## src/rtl/branch_lut.sv

```systemverilog
// branch_lut: fully associative branch target table, lowest-free fill then round-robin replacement.
// Define LUT_BYPASS_EN to forward a same-cycle write of the fetched PC to the lookup outputs.
module branch_lut #(
   parameter int DEPTH = 8,
   parameter int PTR_W = 3
) (
   input  logic        clk,
   input  logic        rst,
   input  logic [15:0] pc_fetch,
   output logic        lut_hit,
   output logic        lut_history,
   output logic [15:0] lut_target,
   input  logic        write_en,
   input  logic [32:0] write_data,
   input  logic        clear
);
   logic [DEPTH-1:0] r_valid;
   logic [15:0]      r_tag [DEPTH];
   logic [15:0]      r_off [DEPTH];
   logic [DEPTH-1:0] r_hist;
   logic [PTR_W-1:0] r_ptr;
   logic [15:0]      w_wr_tag;
   logic             w_match;
   logic             w_free;
   logic [PTR_W-1:0] w_match_idx;
   logic [PTR_W-1:0] w_free_idx;
   logic [PTR_W-1:0] w_wr_idx;

   assign w_wr_tag = write_data[32:17];

   // descending scan so the lowest matching/free index wins
   always_comb begin
      w_match     = 1'b0;
      w_match_idx = '0;
      w_free      = 1'b0;
      w_free_idx  = '0;
      for (int i = DEPTH - 1; i >= 0; i--) begin
         if (r_valid[i] && r_tag[i] == w_wr_tag) begin
            w_match     = 1'b1;
            w_match_idx = PTR_W'(i);
         end
         if (!r_valid[i]) begin
            w_free     = 1'b1;
            w_free_idx = PTR_W'(i);
         end
      end
   end

   assign w_wr_idx = w_match ? w_match_idx : w_free ? w_free_idx : r_ptr;

   always_comb begin
      lut_hit     = 1'b0;
      lut_history = 1'b0;
      lut_target  = '0;
      for (int i = 0; i < DEPTH; i++) begin
         if (r_valid[i] && r_tag[i] == pc_fetch) begin
            lut_hit     = 1'b1;
            lut_history = r_hist[i];
            lut_target  = pc_fetch + r_off[i];
         end
      end
`ifdef LUT_BYPASS_EN
      if (write_en && !clear && !rst && w_wr_tag == pc_fetch) begin
         lut_hit     = 1'b1;
         lut_history = write_data[0];
         lut_target  = pc_fetch + write_data[16:1];
      end
`endif
   end

   always_ff @(posedge clk) begin
      if (rst || clear) begin
         r_valid <= '0;
         r_ptr   <= '0;
      end else if (write_en) begin
         r_valid[w_wr_idx] <= 1'b1;
         r_tag[w_wr_idx]   <= w_wr_tag;
         r_off[w_wr_idx]   <= write_data[16:1];
         r_hist[w_wr_idx]  <= write_data[0];
         if (!w_match && !w_free)
            r_ptr <= (r_ptr == PTR_W'(DEPTH - 1)) ? '0 : r_ptr + 1'b1;
      end
   end
endmodule

```

## config.mk

```make
export PLATFORM = sky130hd
export DESIGN_NAME = branch_lut
export DESIGN_NICKNAME = d
export VERILOG_FILES = /design/src/rtl/branch_lut.sv
export SDC_FILE = /design/constraint.sdc
export NUM_CORES = 1
export LEC_CHECK = 0
export CORE_UTILIZATION = 57
export DETAILED_ROUTE_END_ITERATION = 8
export PLACE_DENSITY_LB_ADDON = 0.05
export SLEW_MARGIN = 20
export SYNTH_ARGS = -nofsm -noshare
export SYNTH_HDL_FRONTEND = slang
export SYNTH_SLANG_ARGS = --single-unit
```

## constraint.sdc

```tcl
create_clock -name clk -period 12.1 [get_ports clk]
set_clock_uncertainty 0.2 [all_clocks]
set_input_delay 2.42 -clock clk [delete_from_list [all_inputs] [get_ports clk]]
set_output_delay 2.42 -clock clk [all_outputs]
set_load 0.03 [all_outputs]
```

# After elaboration in Yosys (flattened, before gate mapping)
# Memory sizes are Yosys's and may differ from the RTL's.
# Index checks and enable logic that the tools add are counted.
[word_totals]
in_bits = 53
ramBits = 256
memories = 2
out_inout_bits = 18
elab_cells = 123
reg_bits = 19
[memory_table]
columns = ["name", "depth", "width", "read_ports", "rd_clocked_by_memory_dff", "wr", "line_no", "source"]
rows = [
  ["r_off", 8, 16, 8, 0, 1, "19", "logic [15:0] r_off [DEPTH];"],
  ["r_tag", 8, 16, 8, 0, 1, "18", "logic [15:0] r_tag [DEPTH];"],
]
[op_classes]
mux = 65
n_reduce_logical = 23
bitwise_logic = 2
addsub = 9
n_lt_le_gt_ge = 2
n_eq_ne = 17
[ops]
columns = ["cell", "count"]
rows = [
  ["$eq 16x16->1", 16],
  ["$add 16x16->16", 8],
  ["$mux 16", 8],
  ["$mux 3", 19],
  ["$mux 1", 36],
  ["$logic_and 1x1->1", 18],
  ["$bwmux 8", 1],
  ["$or 8x8->8", 1],
  ["$lt 3x4->1 const B", 1],
  ["$reduce_and 2->1", 2],
  ["$add 3x1->3 const B", 1],
  ["$demux 1 s3", 1],
  ["$eq 3x3->1 const B", 1],
  ["$ge 3x1->1 const B", 1],
  ["$logic_not 1->1", 2],
  ["$logic_or 1x1->1", 1],
  ["$not 1->1", 1],
]

# Longest topological paths before layout
[logic_depth]
ltp_word = 16
mapped_depth = 15
mapped_depth_nobuf = 15

# Worst setup path before layout
# OpenSTA, ideal clock, no wires.
[synth_timing]
kind = "input port to output port"
startpoint = "in pc_fetch[1]"
endpoint = "out lut_target[12]"
setup_slack_ns = 3.861
t_arrival_ns = 5.619
required_time_ns = 9.480
stages = 15
cell_sequence = "buf_2 > inv_1 > fa_1 > nor2b_1 > o21ai_0 > nand2b_1 > a21oi_1 > o21ai_0 > nand4_1 > nand2_1 > o31ai_1 > xor2_1 > a221oi_1 > o21ai_0 > a222oi_1"
[synth_via]
elab_chain_len = 10
[synth_lines]
columns = ["element", "line_no", "source"]
rows = [
  ["start: declaration", "9", "input logic [15:0] pc_fetch,"],
  ["parallel branches: the longest is 9 deep, another holds $add 16x16->16", "-", ""],
  ["$mux 16 (*)", "56", "if (r_valid[i] && r_tag[i] == pc_fetch) begin"],
  ["end: declaration", "12", "output logic [15:0] lut_target,"],
]
# Mark *: on every way between the ends.

# Worst setup path in the final report
[layout_timing]
startpoint = "in pc_fetch[1]"
endpoint = "out lut_target[8]"
# The elaborated chain is that of the path after synthesis.

==> results.toml <==
[yosys]
syn-num-nets = 1736
synth-edff-count = 264
yosysTopAreaCell = "edfxtp_1"
synth.yosys.warnings = 0
yosys_register_bits = 275
yosysTopAreaCellShare = 0.452
syn_inst = 1553
yosys-top-cells-area = "edfxtp_1 (45%), xnor2_1 (12%), ha_1 (8.7%)"
syn-cell-area_um2 = 17500
ys_async_sr_fraction = 0
avgSynthCellArea_um2 = 11.3
synth-seq-area-share = 0.465
synth_cell_types = 68
synth_ff_type = "edfxtp_1"

[timing]
max_clock_freq_mhz = 98.7
period_needed_ps = 10130
period_share = 0.837
relSlewSlack = 0.237
final_hold_viol_count = 0
tns_ps = 0
setup_viol = 0
finalMaxSlewViolations = 0
rsz0062_at_grt = "false"
worstMarginPinSlew_ps = 1140

[placed_design]
hpwl_mm = 34.7
gp_congestion = 0.918
port_buffers = 70
placed_cell_area_um2 = 18900
dp_cells = 2008

[cts]
clk_latency_ps = 560
hold_buffers = 0
h-tree-depth = 1
cts_resized = 0
cts.clk_slew.worst_paths_ps = 60
cts_buffers = 30
root_buffer = "clkbuf_16"
cts.sinks = 275
post_cts_buffers = 0
clock_path_buffers = 3
cts_tree = "done"

[die]
dieArea_um2 = 31500
core_area_um2 = 30000
pin_count = 71
num_rows = 63
initial_core_util = 0.586
die_w_um = 177
dieHeight_um = 177

[global_route]
grt_pass1_wl_mm = 73.7
grt_antenna_before_repair = 0
grt_usage = 0.315
grt_max_degree = 35
overflow = 0
grt_pass1_vias = 13200

[min_path]
hold_class = "reg -> reg"

[critical_path]
crit_fanout = 18
worstSetupPathType = "in -> out"
required_ps = 9480
crit_path_end_kind = "primary output"
cp-start-kind = "input port"
arrival_ps = 7510

[flow_run]
max_cap_viol_count = 0

[finish]
fin_cells = 2064
syn2layout_area_growth_pct = 13.4
mostFrequentLayoutCells = "edfxtp_1 (264), xnor2_1 (232), xor2_1 (129), ha_1 (122), nand2_1 (88)"
final_common_cell = "edfxtp_1"
antenna_cells = 0
nets = 1834
fin_util = 0.664
layout-drive-gt1-share = 0.0669
fin_area_um2 = 19900

[route]
drt-total-wl_mm = 48.4
drtIter0Drc = 1127
viasPerCell = 6.16
route.detailed.drc = 0
routedWlPerCell_um = 23.4
ant_nets = 0
drt-pass1-iter-count = 5
via_count = 12700

[power_and_ir_drop]
power.leakage_nw = 7.15
powerDensity_nw_per_um2 = 113
irDropWorstVdd_mv = 0.118

[outcome]
status = "completed"
[worst paths after layout]
path,startpoint,endpoint,slack (ps),depth (start not counted)
worst max-delay path,pc_fetch[1],lut_target[8],1970,16
worst min-delay path,r_ptr[1],r_ptr[1],300,2
worst max register to register,r_tag[1][6],r_tag[1][10],7940,10
worst min register to register,r_ptr[1],r_ptr[1],300,2
[flip-flops by register name, summed over array words and instances, names as in the netlist]
| signal | flops |
|---|---|
| r_ptr | 3 |
| r_off | 128 |
| r_tag | 128 |
| r_hist | 8 |
| r_valid | 8 |
[worst max-delay path, cell delays in order]
cell	delay, ps
clkdlybuf4s50_1	1160
inv_1	520
fa_1	580
nor2b_1	160
o31a_1	220
o21ai_0	100
nand2b_1	120
a21boi_0	110
xor2_1	160
o311ai_0	320
a21oi_1	140
o31a_1	270
o21ai_0	250
mux2i_1	140
mux2i_1	140
clkdlybuf4s50_1	680
[synthesized netlist by cell type (all sizes together), types with 10 or more instances]
cell type  instances
dfxtp             11
o21a              13
buf               24
a211oi            11
o21ai             73
clkbuf            22
nand2b            18
mux2i             27
a21oi             80
nand3             36
xnor2            232
nor4              30
a21boi            10
nor2              59
nand2             88
inv               49
edfxtp           264
ha               122
a221oi            12
nand4             48
o21bai            16
nor2b             18
nor3              22
a21o              28
xor2             129
[metal layers]
layer	wire, um	track usage	vias up
met1	19400	0.376	6231
met3	2300	0.0272	130
li1	-	-	5938
met5	0	0	-
met2	24300	0.567	425
met4	2350	0.156	0
[where the power goes]
group | switching, mW | internal [mW] | leakage (nW)
logic | 0.164 | 0.114 | 4.20
clock network | 0.368 | 0.542 | 0.479
registers | 0.00296 | 1.05 | 2.47
[metrics by stage]
step,power (mW),setup slack [ps],hold WS (ps)
final,2.24,1970,300
after global routing,2.31,1390,324
after CTS,2.25,1960,301
after detailed placement,1.34,1950,290
after global placement,1.34,2070,279
after floorplan,1.25,3860,258
[final cells by class]
class,instances,area [um2]
Multi-Input combinational cell,1183,9060
Clock inverter,13,135
Timing Repair Buffer,112,1040
Clock buffer,42,837
Fill cell,2354,10100
Sequential cell,275,8150
Inverter,49,184
Tap cell,390,488
[logic make-up (layout without fill, tap and decap cells)]
logic type,count (synthesis),in the layout,synth area share
compound gates,308,308,0.114
xor+xnor,361,361,0.180
fa+ha+maj,130,130,0.0962
buf+inv,95,216,0.0228
flops,275,275,0.465
mux,35,35,0.0205
simple gates,349,349,0.102
No activity file was read; power rests on OpenSTA's default activity.
==> variant: new RTL, same settings <==
The option `LUT_BYPASS_EN` is turned on by a define.
--- a/src/rtl/branch_lut.sv
+++ b/src/rtl/branch_lut.sv
@@ -1,4 +1,6 @@
 // branch_lut: fully associative branch target table, lowest-free fill then round-robin replacement.
 // Define LUT_BYPASS_EN to forward a same-cycle write of the fetched PC to the lookup outputs.
+`define LUT_BYPASS_EN
+
 module branch_lut #(
    parameter int DEPTH = 8,
Check against the original RTL: not equivalent (a bounded check fails within 4 cycles, from zero or initial values).
==> variant against the original RTL <==
Routed wire length grew 17%; fmax shrank 1.4%; power grew 6.6%; sequential power is essentially flat; critical path depth shrank 3; synthesized area grew 6.8%; cell area grew 7.2%; via count grew 12%; worst setup slack lost 0.15 ns; sequential cell count is the same; synthesized cell count grew 11%; first-iteration DRC count shrank 2.1%.
==> variant: results (changes against the original RTL) <==
pwr:
  comb_power_share_pct: 14.3  # +1.9 points
  p_int_mw: 1.78  # +4.7%
  p_per_area_mw_per_mm2: 112  # -0.52%
critical_path:
  r2r-start: "r_tag[6][10]$_DFFE_PP_"
  cp_slowest_cell: "nor2_1"
  critPathMaxStageDelay_ns: 1.01  # -0.15 ns
  crit_arrival_ns: 7.65  # +0.14 ns
  critPathMaxFanout: 11  # -7
  r2r_setup_slack_ns: 8.05  # +0.11 ns
logic_synthesis:
  ys_seq_area_share_pct: 43.5  # -3.0 points
  syn-num-nets: 1920  # +11%
  synthesis.instances: 1721  # +11%
  synthTopCellsByArea: "edfxtp_1, xnor2_1, ha_1"
  synth-xor-area-share_pct: 18.0  # about the same
  synth_fa_ha_area_share_pct: 10.1  # +0.49 points
  synthMuxAreaShare_pct: 1.53  # -0.53 points
  synth_common_cells: "edfxtp_1, xnor2_1, ha_1"
cts:
  h-tree-depth: 2  # +1
route:
  wl_met2_um: 28400  # +17%
  firstDrtPassIters: 6  # +1
  dr_wl_met3_um: 3120  # +36%
  viasPerCell: 6.26  # +1.5%
global_route:
  use_met1_pct: 40.2  # +2.6 points
  grt_first_pass_wirelength_um: 84000  # +14%
  grt_pass1_vias: 14500  # +9.8%
  use_met3_pct: 3.44  # +0.71 points
layout:
  final_net_count: 2021  # +10%
  buf_share_pct: 5.28  # +0.072 points
  seq_share_pct: 38.2  # -2.8 points
  design.seq.count: 275  # unchanged
  nNonClkInverters: 45  # -8.2%
  clk_share_pct: 5.01  # +0.12 points
  area_delta_synth_final_pct: 13.8
  fillers: 2548  # +8.2%
  drive_gt1_share_pct: 6.67  # -0.020 points
  multi_input_area_sq_mm: 0.0103  # +13%
hold_path:
  min_to: "r_valid[4]$_SDFFE_PP0P_"
place:
  dpl.hpwl_um: 41100  # +18%
  place.gp.congestion: 0.946  # +3.0%
  place_area_sq_mm: 0.0202  # +6.8%
run_status:
  status: "complete, no violations"
-- variant: cell count changes after synthesis, moves of 7 or more --
| cell | unedited run | this run |
|---|---|---|
| o21ai_0 | 70 | 56 |
| xnor2_1 | 232 | 263 |
| or3_1 | 3 | 11 |
| nor2_1 | 58 | 72 |
| nor3_1 | 22 | 38 |
| a21boi_0 | 10 | 3 |
| ha_1 | 122 | 137 |
| nand2_1 | 88 | 101 |
| o21ai_1 | 3 | 25 |
| a21oi_1 | 80 | 103 |
-- variant: worst max path at each step --
stage | endpoint | slack (ns) | cells after the start | start
after floorplan | lut_target[14] | 3.58 | 14 | pc_fetch[1]
after global placement | lut_target[9] | 2.00 | 13 | pc_fetch[5]
after detailed placement | lut_target[9] | 2.01 | 13 | pc_fetch[5]
after CTS | lut_target[9] | 1.99 | 13 | pc_fetch[5]
after global routing | lut_target[9] | 1.74 | 13 | pc_fetch[5]
final | lut_target[9] | 1.83 | 13 | pc_fetch[5]
